### src/rtl/branch_redirect_unit.sv
// branch_redirect_unit
//   Consumer end of the RV32I branch comparison path. Takes the comparison
//   unit's 'approved' result and the EX-stage control-flow info, computes the
//   target and drives a valid/ready redirect to fetch. It also flushes the
//   younger stages, stalls EX while a redirect is pending, and raises a
//   one-cycle exception on a taken target that is not 4-byte aligned.
//
// Ports
//   clk, rst_n       clock (rising edge) / asynchronous active-low reset
//   ex_valid         EX holds a valid instruction
//   ex_branch        EX instruction is a conditional branch
//   ex_jal           EX instruction is JAL
//   ex_jalr          EX instruction is JALR
//   ex_pc            PC of the EX instruction
//   ex_imm           sign-extended immediate
//   ex_rs1           rs1 operand (JALR base)
//   approved         branch condition true
//   redir_ready      fetch accepts the redirect
//   redir_valid      redirect request pending
//   redir_pc         redirect target, stable while redir_valid is high
//   flush            kill IF/ID instructions
//   ex_stall         EX must hold (its inputs are ignored)
//   misalign_exc     one-cycle pulse: taken target is misaligned
//   misalign_addr    offending target, held until the next exception
//   branch_cnt       resolved conditional branches (saturating)
//   taken_cnt        taken redirects issued (saturating)
module branch_redirect_unit #(
  parameter int XLEN         = 32,
  parameter int FLUSH_CYCLES = 2,
  parameter int CNT_W        = 16
) (
  input  logic             clk,
  input  logic             rst_n,
  input  logic             ex_valid,
  input  logic             ex_branch,
  input  logic             ex_jal,
  input  logic             ex_jalr,
  input  logic [XLEN-1:0]  ex_pc,
  input  logic [XLEN-1:0]  ex_imm,
  input  logic [XLEN-1:0]  ex_rs1,
  input  logic             approved,
  input  logic             redir_ready,
  output logic             redir_valid,
  output logic [XLEN-1:0]  redir_pc,
  output logic             flush,
  output logic             ex_stall,
  output logic             misalign_exc,
  output logic [XLEN-1:0]  misalign_addr,
  output logic [CNT_W-1:0] branch_cnt,
  output logic [CNT_W-1:0] taken_cnt
);

  typedef enum logic [1:0] {IDLE, REDIRECT, FLUSH} state_t;

  // The flush counter only ever holds FLUSH_CYCLES-1 down to 0.
  localparam int CW         = (FLUSH_CYCLES > 1) ? $clog2(FLUSH_CYCLES) : 1;
  localparam int CNT_INIT_I = (FLUSH_CYCLES > 0) ? FLUSH_CYCLES - 1 : 0;
  localparam logic [CW-1:0] CNT_INIT = CNT_INIT_I[CW-1:0];

  state_t          state;
  logic [CW-1:0]   cnt;

  logic [XLEN-1:0] jalr_sum;
  logic [XLEN-1:0] target;
  logic            take;
  logic            count_branch;
  logic            aligned;

  function automatic logic [CNT_W-1:0] sat_inc(input logic [CNT_W-1:0] v);
    return (&v) ? v : v + CNT_W'(1);
  endfunction

  // JALR has top priority for target selection; bit 0 of its sum is cleared.
  assign jalr_sum     = ex_rs1 + ex_imm;
  assign target       = ex_jalr ? {jalr_sum[XLEN-1:1], 1'b0} : (ex_pc + ex_imm);
  assign aligned      = (target[1:0] == 2'b00);
  assign take         = ex_valid & (ex_jalr | ex_jal | (ex_branch & approved));
  // Only a pure conditional branch counts; jal/jalr override the branch bit.
  assign count_branch = ex_valid & ex_branch & ~ex_jal & ~ex_jalr;

  always_ff @(posedge clk or negedge rst_n) begin
    if (!rst_n) begin
      state         <= IDLE;
      cnt           <= '0;
      redir_valid   <= 1'b0;
      redir_pc      <= '0;
      flush         <= 1'b0;
      ex_stall      <= 1'b0;
      misalign_exc  <= 1'b0;
      misalign_addr <= '0;
      branch_cnt    <= '0;
      taken_cnt     <= '0;
    end else begin
      misalign_exc <= 1'b0;
      case (state)
        IDLE: begin
          if (count_branch) branch_cnt <= sat_inc(branch_cnt);
          if (take) begin
            if (aligned) begin
              redir_pc    <= target;
              redir_valid <= 1'b1;
              flush       <= 1'b1;
              ex_stall    <= 1'b1;
              taken_cnt   <= sat_inc(taken_cnt);
              state       <= REDIRECT;
            end else begin
              misalign_exc  <= 1'b1;
              misalign_addr <= target;
            end
          end
        end
        REDIRECT: begin
          // Hold the request indefinitely until fetch accepts it.
          if (redir_ready) begin
            redir_valid <= 1'b0;
            ex_stall    <= 1'b0;
            if (FLUSH_CYCLES == 0) begin
              flush <= 1'b0;
              state <= IDLE;
            end else begin
              cnt   <= CNT_INIT;
              state <= FLUSH;
            end
          end
        end
        FLUSH: begin
          if (cnt == '0) begin
            flush <= 1'b0;
            state <= IDLE;
          end else begin
            cnt <= cnt - CW'(1);
          end
        end
        default: state <= IDLE;
      endcase
    end
  end

endmodule
### config.mk
export PLATFORM = sky130hd
export DESIGN_NAME = branch_redirect_unit
export DESIGN_NICKNAME = d
export VERILOG_FILES = /design/src/rtl/branch_redirect_unit.sv
export SDC_FILE = /design/constraint.sdc
export NUM_CORES = 1
export LEC_CHECK = 0
export CAP_MARGIN = 10
export CORE_MARGIN = 2
export CORE_UTILIZATION = 55
export CTS_BUF_LIST = sky130_fd_sc_hd__clkbuf_4 sky130_fd_sc_hd__clkbuf_8
export CTS_CLUSTER_DIAMETER = 200
export CTS_CLUSTER_SIZE = 10
export DETAILED_ROUTE_END_ITERATION = 7
export GPL_ROUTABILITY_DRIVEN = 0
export PLACE_DENSITY = 0.95
export SYNTH_ARGS = -nofsm -noshare
export SYNTH_HDL_FRONTEND = slang
export SYNTH_SLANG_ARGS = --single-unit
### constraint.sdc
create_clock -name clk -period 3.6 [get_ports clk]
set_clock_uncertainty 0.2 [all_clocks]
set_input_delay 1.08 -clock clk [delete_from_list [all_inputs] [get_ports clk]]
set_output_delay 1.08 -clock clk [all_outputs]
set_load 0.1 [all_outputs]
=== Word level (Yosys, flattened, before mapping) ===
Cells that the tools add are included.

* Register bits after elaboration: 102
* Bits in latches: 0
* Memory bits (writable): 0
* Memory bits (read-only): 0
* Output and inout bits: 100
* Word-level logic and storage cells: 65
* Memories kept: 0

* $add $sub $neg: 5
* $mul: 0
* Divide/modulo/power cells: 0
* $lt $le $gt $ge: 0
* Eq/ne operators: 6
* Shift-type cells: 0
* Muxes and demuxes: 18
* Bitwise logic cells: 12
* Reductions and logical operators: 15

{| class="wikitable"
|+ Operator list
! operator !! count
|-
| $add 32x32->32 || 2
|-
| $add 16x1->16 const B || 2
|-
| $mux 32 || 1
|-
| $reduce_and 16->1 || 2
|-
| $reduce_and 4->1 || 4
|-
| $mux 1 || 9
|-
| $reduce_and 3->1 || 3
|-
| $mux 2 || 4
|-
| $ne 2x2->1 const B || 4
|-
| $pmux 1 s2 || 3
|-
| $pmux 2 s3 || 1
|-
| $reduce_bool 2->1 || 3
|-
| $and 1x1->1 || 5
|-
| $not 1->1 || 5
|-
| $logic_not 2->1 || 2
|-
| $eq 2x1->1 const B || 1
|-
| $eq 2x2->1 const B || 1
|-
| $or 1x1->1 || 2
|-
| $reduce_and 2->1 || 1
|-
| $sub 1x1->1 const B || 1
|}

=== Depth between registers and ports, before layout ===
Gate-level depths: netlist of the first run.

* Depth in word-level cells: 6
* Gate-level depth with buffers: 12
* Mapped depth without buffers: 11

=== Worst setup path before layout of the first run ===
Ideal clock, no wire load.

* Path type: input to register
* Start point: in ex_pc[0]
* End point: reg misalign_addr[28]
* Library setup time: 0.125 ns
* Arrival: 3.341 ns
* Data required time: 3.275 ns
* Path slack: -0.067 ns
* Cell stages on the path: 11
* Cells stage by stage: ha_1 -> fa_1 -> a211oi_1 -> o211a_1 -> nor4_1 -> nor3_1 -> a21oi_1 -> a21oi_1 -> xor2_1 -> mux2i_1 -> mux2_2

* Cells in the longest elaborated chain, start to end: 5

{| class="wikitable"
|+ RTL lines
! what !! line !! text
|-
| start, declared || 38 || <nowiki>input logic [XLEN-1:0] ex_pc,</nowiki>
|-
| $add 32x32->32 (*) || 75 || <nowiki>assign target = ex_jalr ? {jalr_sum[XLEN-1:1], 1'b0} : (ex_pc + ex_imm);</nowiki>
|-
| $mux 32 (*) || 75 ||
|-
| $logic_not 2->1 || 76 || <nowiki>assign aligned = (target[1:0] == 2'b00);</nowiki>
|-
| $not 1->1 (no source line) || -- ||
|-
| $reduce_and 3->1 (no source line) || -- ||
|-
| end signal, assigned || 108 || <nowiki>misalign_addr <= target;</nowiki>
|-
| end, declared || 48 || <nowiki>output logic [XLEN-1:0] misalign_addr,</nowiki>
|}

Every way passes the cells marked *; elsewhere a longest branch is shown, timed or not.
A chain may end at the register's enable or synchronous reset.

=== Worst setup path after layout of the first run ===
* Start point: in ex_pc[11]
* End point: reg redir_pc[30]

* Cells in the longest elaborated chain, start to end: 2

{| class="wikitable"
|+ RTL lines
! what !! line !! text
|-
| $add 32x32->32 || 75 ||
|-
| $mux 32 || 75 ||
|-
| end signal, assigned || 100 || <nowiki>redir_pc <= target;</nowiki>
|-
| end, declared || 44 || <nowiki>output logic [XLEN-1:0] redir_pc,</nowiki>
|}

No other way between the ends.

==> results of run 1 <==
## area by class of cell
| type | instances | area, um^2 | share of cell area (%) |
|---|---|---|---|
| Clock buffer | 12 | 153 | 1.27 |
| Clock inverter | 2 | 10.0 | 0.0830 |
| Inverter | 16 | 62.6 | 0.519 |
| Multi-Input combinational cell | 742 | 5680 | 47.1 |
| Sequential cell | 102 | 2550 | 21.2 |
| Tap cell | 180 | 225 | 1.87 |
| Timing Repair Buffer | 405 | 3370 | 28.0 |
## through the flow
stage	TNS [ps]	total power [mW]	cells	hold WS (ps)
global route	-3880	8.55	1459	315
finish	-2700	8.31	1459	286
floorplan	0	5.73	902	297
CTS	0	7.94	1445	293
global placement	-22890	7.12	1428	262
detailed placement	-30880	7.25	1428	272
## cells by family (layout without fill, tap and decap cells)
logic type,after synthesis,after routing
fa+ha+maj,65,65
buf+inv,58,435
mux,17,17
flops,102,102
xor+xnor,83,83
compound gates,296,296
simple gates,281,281
## power by group
group | leakage, nW | switching, mW | internal [mW]
Sequential | 1.29 | 0.343 | 1.55
Clock | 0.0889 | 0.368 | 0.277
Combinational | 4.59 | 4.35 | 1.42
Total | 5.97 | 5.06 | 3.25
## cells in the mapped netlist, drive strengths merged, types with 20 or more instances
cell type and number:
clkbuf 27, nand4 20, a21oi 73, nor2 58, dfrtp 102, nand2 114
xor2 33, xnor2 50, o21ai 96, nand3 24, ha 63, a21o 41
## repair_timing
action,in CTS,in global routing
pin swaps,19,71
endpoints found under the setup margin,40,45
setup buffers,3,14
resized for setup,49,134
## worst min-delay path: stages (launching register included)
cell	delay [ps]
dfrtp_1	350
nand2_1	50
o21ai_0	60
## path summary, 6_finish.rpt
kind                                     from        endpoint  slack (ps)  cells past startpoint
worst max register to register  branch_cnt[7]   branch_cnt[9]         870                      9
max in group asynchronous               rst_n    taken_cnt[0]        2050                      2
worst min-delay path             redir_pc[11]    redir_pc[11]         290                      2
min in group asynchronous               rst_n  branch_cnt[15]         440                      1
worst max-delay path                ex_pc[11]    redir_pc[30]        -280                     12
worst min register to register   redir_pc[11]    redir_pc[11]         290                      2
## routing by layer
layer / routed length [um] / track usage (%)
met4: 3420 / 17.8
met2: 15400 / 63.5
met1: 11800 / 45.3
met5: 0 / 0
met3: 4370 / 6.69
## flip-flops by register name, summed over array words and instances (netlist names)
| register | cells |
|---|---|
| ex_stall | 1 |
| misalign_addr | 32 |
| cnt | 1 |
| misalign_exc | 1 |
| taken_cnt | 16 |
| redir_pc | 32 |
| flush | 1 |
| branch_cnt | 16 |
| state | 2 |
==> results.ini, run 1 <==
[synthesis]
synth_top_family_by_area=compound AO/OA/AOI/OAI gates
ys_ff_latch=102
synth_compound_area_share_pct=24.4
synthXorXnorAreaFrac_pct=9.41
synth_warnings=0
synth.area.mux_share_pct=2.30
async_reset_ff_share_pct=100
syn_inst=902
yosysTopAreaCell=dfrtp_1
synth_simple_gate_area_share_pct=17.1
synth_top_area_share_pct=33.1
syn-num-nets=1071
synthFlopType=dfrtp_1
synth-seq-area-share_pct=33.1
synth_edf_count=0
synthAdderAreaFrac_pct=10.7
synth.top_cells.by_area=dfrtp_1 33%, ha_1 10%, o21ai_0 5.9%
synth.avg_cell_area_um2=8.56
yosysUniqueCellTypes=65
syn_area_um2=7720

[final_layout]
n_antenna_cell=0
layout_commonest_cell=buf_4
area_delta_synth_final_pct=56.1
layout_common_cells=302 x buf_4, 109 x nand2_1, 102 x dfrtp_1
layout-drive-gt1-share_pct=34.2
nFillCells=619
final_core_util_pct=87.5
fin_nets=1445
design_area_um2=12100

[hold_path]
hp-class=flop to flop

[die]
dieArea_um2=15000
coreArea_um2=13800
pin_count=204
start_util_pct=56.1
fp.dieW_um=122
num_rows=43
die_y_um=122

[routing]
routed_via_density=6.82
dr.pass1.iters=8
routedWlPerCell_um=23.9
dr.first_iter.drc_count=1878
num_vias=9953
drc_errors=60
ant_nets=0
wl_mm=34.9

[placement]
dp_slack_ps=-818
placed_cell_area_um2=11000
io_buffers=203
place_hpwl_mm=20.9

[global_route]
grt_pass1_wl_mm=43.6
grt_max_degree=72
track_usage_pct=37.2
grt_pass1_vias=8705
antenna_found_initial=0
grt-ovfl-total=0

[pwr]
p_per_area_nw_per_um2=689
p_leak_nw=5.97
ir_worst_vdd_mv=0.675

[sta]
timing.slew.headroom_pct=65.7
period_needed_ps=3880
slew_violations=0
worst_pin_slew_ps=509
hold_viol=0
max_freq_mhz=258
setup_viol=33
timing.final.crit_share_pct=108
worst_slack_ps=-278

[setup_path]
slowest_delay_ps=420
cp_top_family=compound AO/OA/AOI/OAI gates
cpMaxStageDelayCell=clkdlybuf4s50_1
endpoint_kind=flop
critical_path_class=input pin to flop
cp_num_buf_inv=2
critPathRequiredTime_ps=3620
worstPathArrival_ps=3890
crit_fanout=6
start_kind=input pin
crit_chain=clkdlybuf4s50_1 > ha_1 > buf_4 > a21o_1 > a211oi_2 > o211ai_1 > and3_4 > o21ai_1 > a21oi_1 > xor2_1 > mux2i_1 > o21ai_0

[clocking]
cts_buffers=9
clock_sinks=102
postCtsHoldBufs=0
cts.clk_slew.worst_paths_ps=90
clockBufferDepth=2
root_buffer=clkbuf_8
htree_levels=3
clk_latency_ps=360
cts_tree=done

[run]
drv_cap=0

[status]
status=complete, but fails checks
violations=design-rule violations, negative setup slack

Power figures use the tool's default switching activity.
==> run 2, diff against run 1 <==
--- a/config.mk
+++ b/config.mk
@@ -7,13 +7,13 @@
 export LEC_CHECK = 0
 export CAP_MARGIN = 10
 export CORE_MARGIN = 2
-export CORE_UTILIZATION = 55
+export CORE_UTILIZATION = 51
 export CTS_BUF_LIST = sky130_fd_sc_hd__clkbuf_4 sky130_fd_sc_hd__clkbuf_8
 export CTS_CLUSTER_DIAMETER = 200
 export CTS_CLUSTER_SIZE = 10
 export DETAILED_ROUTE_END_ITERATION = 7
 export GPL_ROUTABILITY_DRIVEN = 0
-export PLACE_DENSITY = 0.95
+export PLACE_DENSITY = 0.89
 export SYNTH_ARGS = -nofsm -noshare
 export SYNTH_HDL_FRONTEND = slang
 export SYNTH_SLANG_ARGS = --single-unit
==> constraint.sdc (replaced) <==
create_clock -name clk -period 4.4 [get_ports clk]
set_clock_uncertainty 0.2 [all_clocks]
set_input_delay 1.32 -clock clk [delete_from_list [all_inputs] [get_ports clk]]
set_output_delay 1.32 -clock clk [all_outputs]
set_load 0.1 [all_outputs]
==> results.ini, run 2 (synthesis gave the netlist of run 1 again) <==
[final_layout]
area_delta_synth_final_pct=35.0  ; was 56.1%
design_area_um2=10400  ; was 12100 um^2
top_regs=misalign_addr x32, redir_pc x32  ; unchanged
layout-drive-gt1-share_pct=8.58  ; was 34.2%
ff_latch_area_um2=2550  ; unchanged
multi_input_area_um2=4940  ; was 5680 um^2
layout_commonest_cell=clkdlybuf4s50_1  ; was buf_4
layout_common_cells=197 x clkdlybuf4s50_1, 112 x nand2_1, 102 x dfrtp_1  ; was 302 x buf_4, 109 x nand2_1, 102 x dfrtp_1
n_antenna_cell=0  ; unchanged
fin_nets=1296  ; was 1445
nFillCells=1123  ; was 619

[sta]
worst_slack_ps=227  ; was -278 ps
timing.slew.headroom_pct=30.3  ; was 65.7%
worst_pin_slew_ps=1040  ; was 509 ps
max_freq_mhz=240
hold_viol=0  ; unchanged
timing.final.crit_share_pct=94.8
setup_viol=0  ; was 33
slew_violations=0  ; unchanged
rsz0062_at_grt=no
period_needed_ps=4170
fin_tns_setup_ps=0  ; was -2700 ps

[routing]
num_vias=7706  ; was 9953
dr.first_iter.drc_count=723  ; was 1878
dr.pass1.iters=8  ; unchanged
routed_via_density=5.86  ; was 6.82
ant_nets=0  ; unchanged
drc_errors=1  ; was 60
routedWlPerCell_um=17.1  ; was 23.9 um
wl_mm=22.4  ; was 34.9 mm

[clocking]
clockBufferDepth=2  ; unchanged
clock_sinks=102  ; unchanged
root_buffer=clkbuf_8  ; unchanged
cts_tree=done  ; unchanged
cts.clk_slew.worst_paths_ps=80  ; was 90 ps
post_cts_buffers=0  ; was 3
htree_levels=3  ; unchanged
cts_buffers=9  ; unchanged
clk_latency_ps=370  ; was 360 ps

[setup_path]
crit_path_start=ex_imm[2]  ; was ex_pc[11]
endpoint_kind=flop  ; unchanged
start_kind=input pin  ; unchanged
worstPathArrival_ps=4260  ; was 3890 ps
crit_fanout=4  ; was 6
critPathRequiredTime_ps=4490  ; was 3620 ps
critical_path_class=input pin to flop  ; unchanged
reg2reg_from=branch_cnt[6]  ; was branch_cnt[7]

[die]
start_util_pct=52.7  ; was 56.1%
num_rows=44  ; was 43
fp.dieW_um=127  ; was 122 um
pin_count=204  ; unchanged
dieArea_um2=16100  ; was 15000 um^2
coreArea_um2=14600  ; was 13800 um^2
die_y_um=127  ; was 122 um

[pwr]
p_per_area_nw_per_um2=624  ; was 689 nW/um^2
totalPowerFinal_mw=6.50  ; was 8.31 mW
p_leak_nw=4.72  ; was 5.97 nW
ir_worst_vdd_mv=0.482  ; was 0.675 mV

[global_route]
antenna_found_initial=0  ; unchanged
grt_pass1_vias=7288  ; was 8705
track_usage_pct=27.5  ; was 37.2%
grt-ovfl-total=0  ; unchanged
grt_pass1_wl_mm=36.1  ; was 43.6 mm
grt_max_degree=103  ; was 72

[placement]
place_hpwl_mm=18.2  ; was 20.9 mm
dp_slack_ps=-119  ; was -818 ps
placed_cell_area_um2=10200  ; was 11000 um^2
io_buffers=203  ; unchanged

[run]
drv_cap=0  ; unchanged

[status]
status=complete, but fails checks  ; unchanged
violations=design-rule violations  ; was design-rule violations, negative setup slack

[hold_path]
hp-class=flop to flop  ; unchanged
hp-start=misalign_addr[12]  ; was redir_pc[11]

## run 2: changes by cell type in the layout (fill, tap and decap cells not counted), moves of 5 or more
cell             previous run  this run
buf_4                     302        58
a211oi_2                    6         0
clkdlybuf4s50_1            56       197
a21oi_2                    15         3
a21oi_1                    56        70
ha_4                       28         0
ha_1                       34        63
dlymetal6s2s_1             36         0
o21ai_0                    74        91
o21ai_1                    19         5
a31oi_1                     7        12
a211oi_1                    5        11
## run 2: path summary, 6_finish.rpt
path                                endpoint  cells after the start  slack, ps
min                        misalign_addr[12]                      2        290
max reg2reg                    branch_cnt[9]                      9       1730
max in group asynchronous       redir_pc[12]                      2       2780
max                        misalign_addr[17]                     11        230
min in group asynchronous      branch_cnt[6]                      2        790
min reg2reg                misalign_addr[12]                      2        290
## run 2: repair_timing
action,CTS,global route
setup endpoints to repair,0,2
gates resized for setup,0,1
hold buffers,0,0
## run 2: cell type report
| cell class | count | area share, % |
|---|---|---|
| Clock inverter | 4 | 0.696 |
| Multi-Input combinational cell | 742 | 47.4 |
| Inverter | 16 | 0.576 |
| Tap cell | 184 | 2.21 |
| Sequential cell | 102 | 24.5 |
| Timing Repair Buffer | 256 | 23.3 |
| Clock buffer | 11 | 1.33 |
## run 2: routing by layer
| metal | global-route usage, % | vias up | part of all wire [%] | wire (um) |
|---|---|---|---|---|
| met4 | 6.79 | 0 | 1.6 | 351 |
| met2 | 46.8 | 351 | 47 | 10600 |
| met1 | 37.5 | 3610 | 44 | 9870 |
| met5 | 0 | - | 0 | 0 |
| li1 | - | 3712 | - | - |
| met3 | 3.73 | 33 | 7.0 | 1580 |
## run 2: worst max-delay path, cell delays in order
cell and delay [ps]:
clkdlybuf4s50_1 430, ha_1 350, a21oi_2 200, a211oi_1 120, o31a_1 330, a2111o_1 510, a311o_1 360, xnor2_1 160
a21oi_1 230, mux2i_1 110, a21oi_1 140
## run 2: metrics by stage
stage          hold WS, ps  std cells  util (%)
5_1_grt                305       1315      71.2
3_3_place_gp           261       1300      69.7
3_5_place_dp           272       1300      69.7
4_1_cts                291       1315      71.1
2_1_floorplan          297        902         -
6_report               287       1315      71.2
## run 2: where the power goes
part           internal [mW]  switching (mW)
logic                   1.08            3.28
clock network          0.329           0.302
registers               1.27           0.246
total                   2.67            3.83
==> RTL change, RTL diff (flow settings as in run 2) <==
The 3 states of `state_t` get a one-hot encoding in 3 bits.
--- a/src/rtl/branch_redirect_unit.sv
+++ b/src/rtl/branch_redirect_unit.sv
@@ -50,7 +50,7 @@
   output logic [CNT_W-1:0] taken_cnt
 );
 
-  typedef enum logic [1:0] {IDLE, REDIRECT, FLUSH} state_t;
+  typedef enum logic [2:0] {IDLE = 3'b001, REDIRECT = 3'b010, FLUSH = 3'b100} state_t;
 
   // The flush counter only ever holds FLUSH_CYCLES-1 down to 0.
   localparam int CW         = (FLUSH_CYCLES > 1) ? $clog2(FLUSH_CYCLES) : 1;
Check against the original RTL: same outputs for any inputs over 4 cycles, from zero or initial values and one cycle with rst_n low; so few cycles prove little.
==> RTL change against run 2 <==
  * Final area rose by 4.6%
  * Synthesized area increased by 4.6%
  * Worst hold slack got worse by 0.0031 ns
  * Wire length grew 6.7%
  * Total power fell by 6.5%
  * Largest power group unchanged
  * Worst setup slack improved by 0.051 ns
  * Critical path type unchanged
  * Via count is 7.8% higher
  * Sequential cell count is 1 higher
==> RTL change: results (changes against run 2) <==
- WHS Endpoint: redir_pc[21] (was misalign_addr[12])
- Routed len/inst: 17.11 um (was 17.06 um)
- GR Util met1: 36.57% (was 37.50%)
- Pre-CTS setup slack: -0.1295 ns (was -0.1193 ns)
- Worst-path clk slew: 0.10 ns (was 0.08 ns)
- Layout cells sized above 1: 10.99% (was 8.576%)
- Peak VDD IR: 0.3810 mV (was 0.4822 mV)
- Met3 usage: 4.428% (was 3.727%)
- Crit-path max FO: 4 (unchanged)
- CP max stage delay: 0.53 ns (was 0.51 ns)
- Pin count of the biggest net entering global routing: 88 (was 103)
- LEAKAGE: 4.747 nW (was 4.722 nW)
- Commonest cells post-synth: 116 x nand2_1, 102 x dfrtp_1, 75 x nor2_1, 64 x a21oi_1 (was 112 x nand2_1, 102 x dfrtp_1, 91 x o21ai_0, 70 x a21oi_1, 63 x ha_1)
- CTS resizes: 0 (unchanged)
- Min-delay src: redir_pc[21] (was misalign_addr[12])
- Synth cell types: 80 (was 65)
- Syn Nets: 1,108 (was 1,071)
- R2R depth: 7 (was 9)
- Worst hold slack: 0.2842 ns (was 0.2872 ns)
- Vias: 8,310 (was 7,706)
- Slowest-stage cell, CP: or4_4 (was a2111o_1)
- First-pass GRT wire length: 37,980 um (was 36,120 um)
- Placed wire-length estimate: 19,380 um (was 18,230 um)
- Status: complete, no violations (was complete, but fails checks)
- M2 GR Usage: 47.15% (was 46.77%)
- RR Startpoint: state[0] (was branch_cnt[6])
- Placed Area: 10,700 um^2 (was 10,200 um^2)
- R2R Setup Slk: 1.71 ns (was 1.73 ns)
- Area contributors post-synth: dfrtp_1 32%, ha_1 9.8%, xnor2_1 5.5%, nand2_1 5.4%, a21oi_1 4.0% (was dfrtp_1 33%, ha_1 10%, o21ai_0 5.9%, xnor2_1 5.7%, nand2_1 5.4%)
- Drt first pass iters: 5 (was 8)
- Biggest registers after layout: misalign_addr: 32 flops, redir_pc: 32 flops (unchanged)
- R2R Path End: misalign_addr[25] (was branch_cnt[9])
- Starting DRT DRC Count: 632 (was 723)
- Skew-Pair Late Insertion Delay: ~0.38 ns
- Max transition margin: 28.95% (was 30.33%)
- Arrival @ worst endpoint: 4.19 ns (was 4.26 ns)
- Sequential area share after synthesis: 31.92% (was 33.05%)
## RTL change: final cells by class
class                      instances  area, um^2
timing repair buffer             269        2535
sequential                       103        2579
tap                              216       270.3
multi-input combinational        777        5250
clock buffer                      10       137.6
clock inverter                     6       68.82
fill                            1235        4747
inverter                          18       67.56
## RTL change: worst max-delay path, delay by kind of cell
kind                       cells  cell delay [ns]
AOI/OAI and AO/OA              6             1.13
and+or+nand+nor                2             0.65
buffers and inverters          1             0.42
adders and majority gates      2             0.66
## RTL change: kinds of logic after synthesis
family	after synthesis	share of synthesized area (%)
fa+ha+maj	65	10.25
flops	103	31.92
compound gates	291	24.72
buf+inv	59	3.159
xor+xnor	77	8.348
simple gates	327	19.45
mux	17	2.153
## RTL change: worst max path at each step
| stage | from | end | slack [ns] | cells after the start |
|---|---|---|---|---|
| floorplan | ex_pc[0] | taken_cnt[13] | 0.47 | 11 |
| global placement | ex_imm[0] | redir_pc[24] | -0.08 | 11 |
| detailed placement | ex_imm[0] | redir_pc[24] | -0.13 | 11 |
| CTS | ex_imm[0] | redir_pc[24] | 0.27 | 11 |
| global route | ex_imm[1] | misalign_addr[25] | 0.09 | 10 |
| finish | ex_imm[0] | redir_pc[24] | 0.28 | 11 |
## RTL change: power breakdown
group          total, W  switching, W  internal, W
registers       0.00145      0.000221      0.00123
logic           0.00401       0.00297      0.00103
clock network  0.000618      0.000336     0.000281
## RTL change: through the flow
step,cells,power [W],setup TNS (ns)
floorplan,939,0.004336,0
global placement,1383,0.005392,-0.3560
detailed placement,1383,0.005458,-0.8476
global route,1399,0.006307,0
CTS,1399,0.006069,0
finish,1399,0.006078,0
## RTL change: per-layer routing
layer,wire length [um],vias up
li1,-,3912
met1,10020,3909
met2,11190,408
met3,1831,81
met4,890,0
met5,0,-
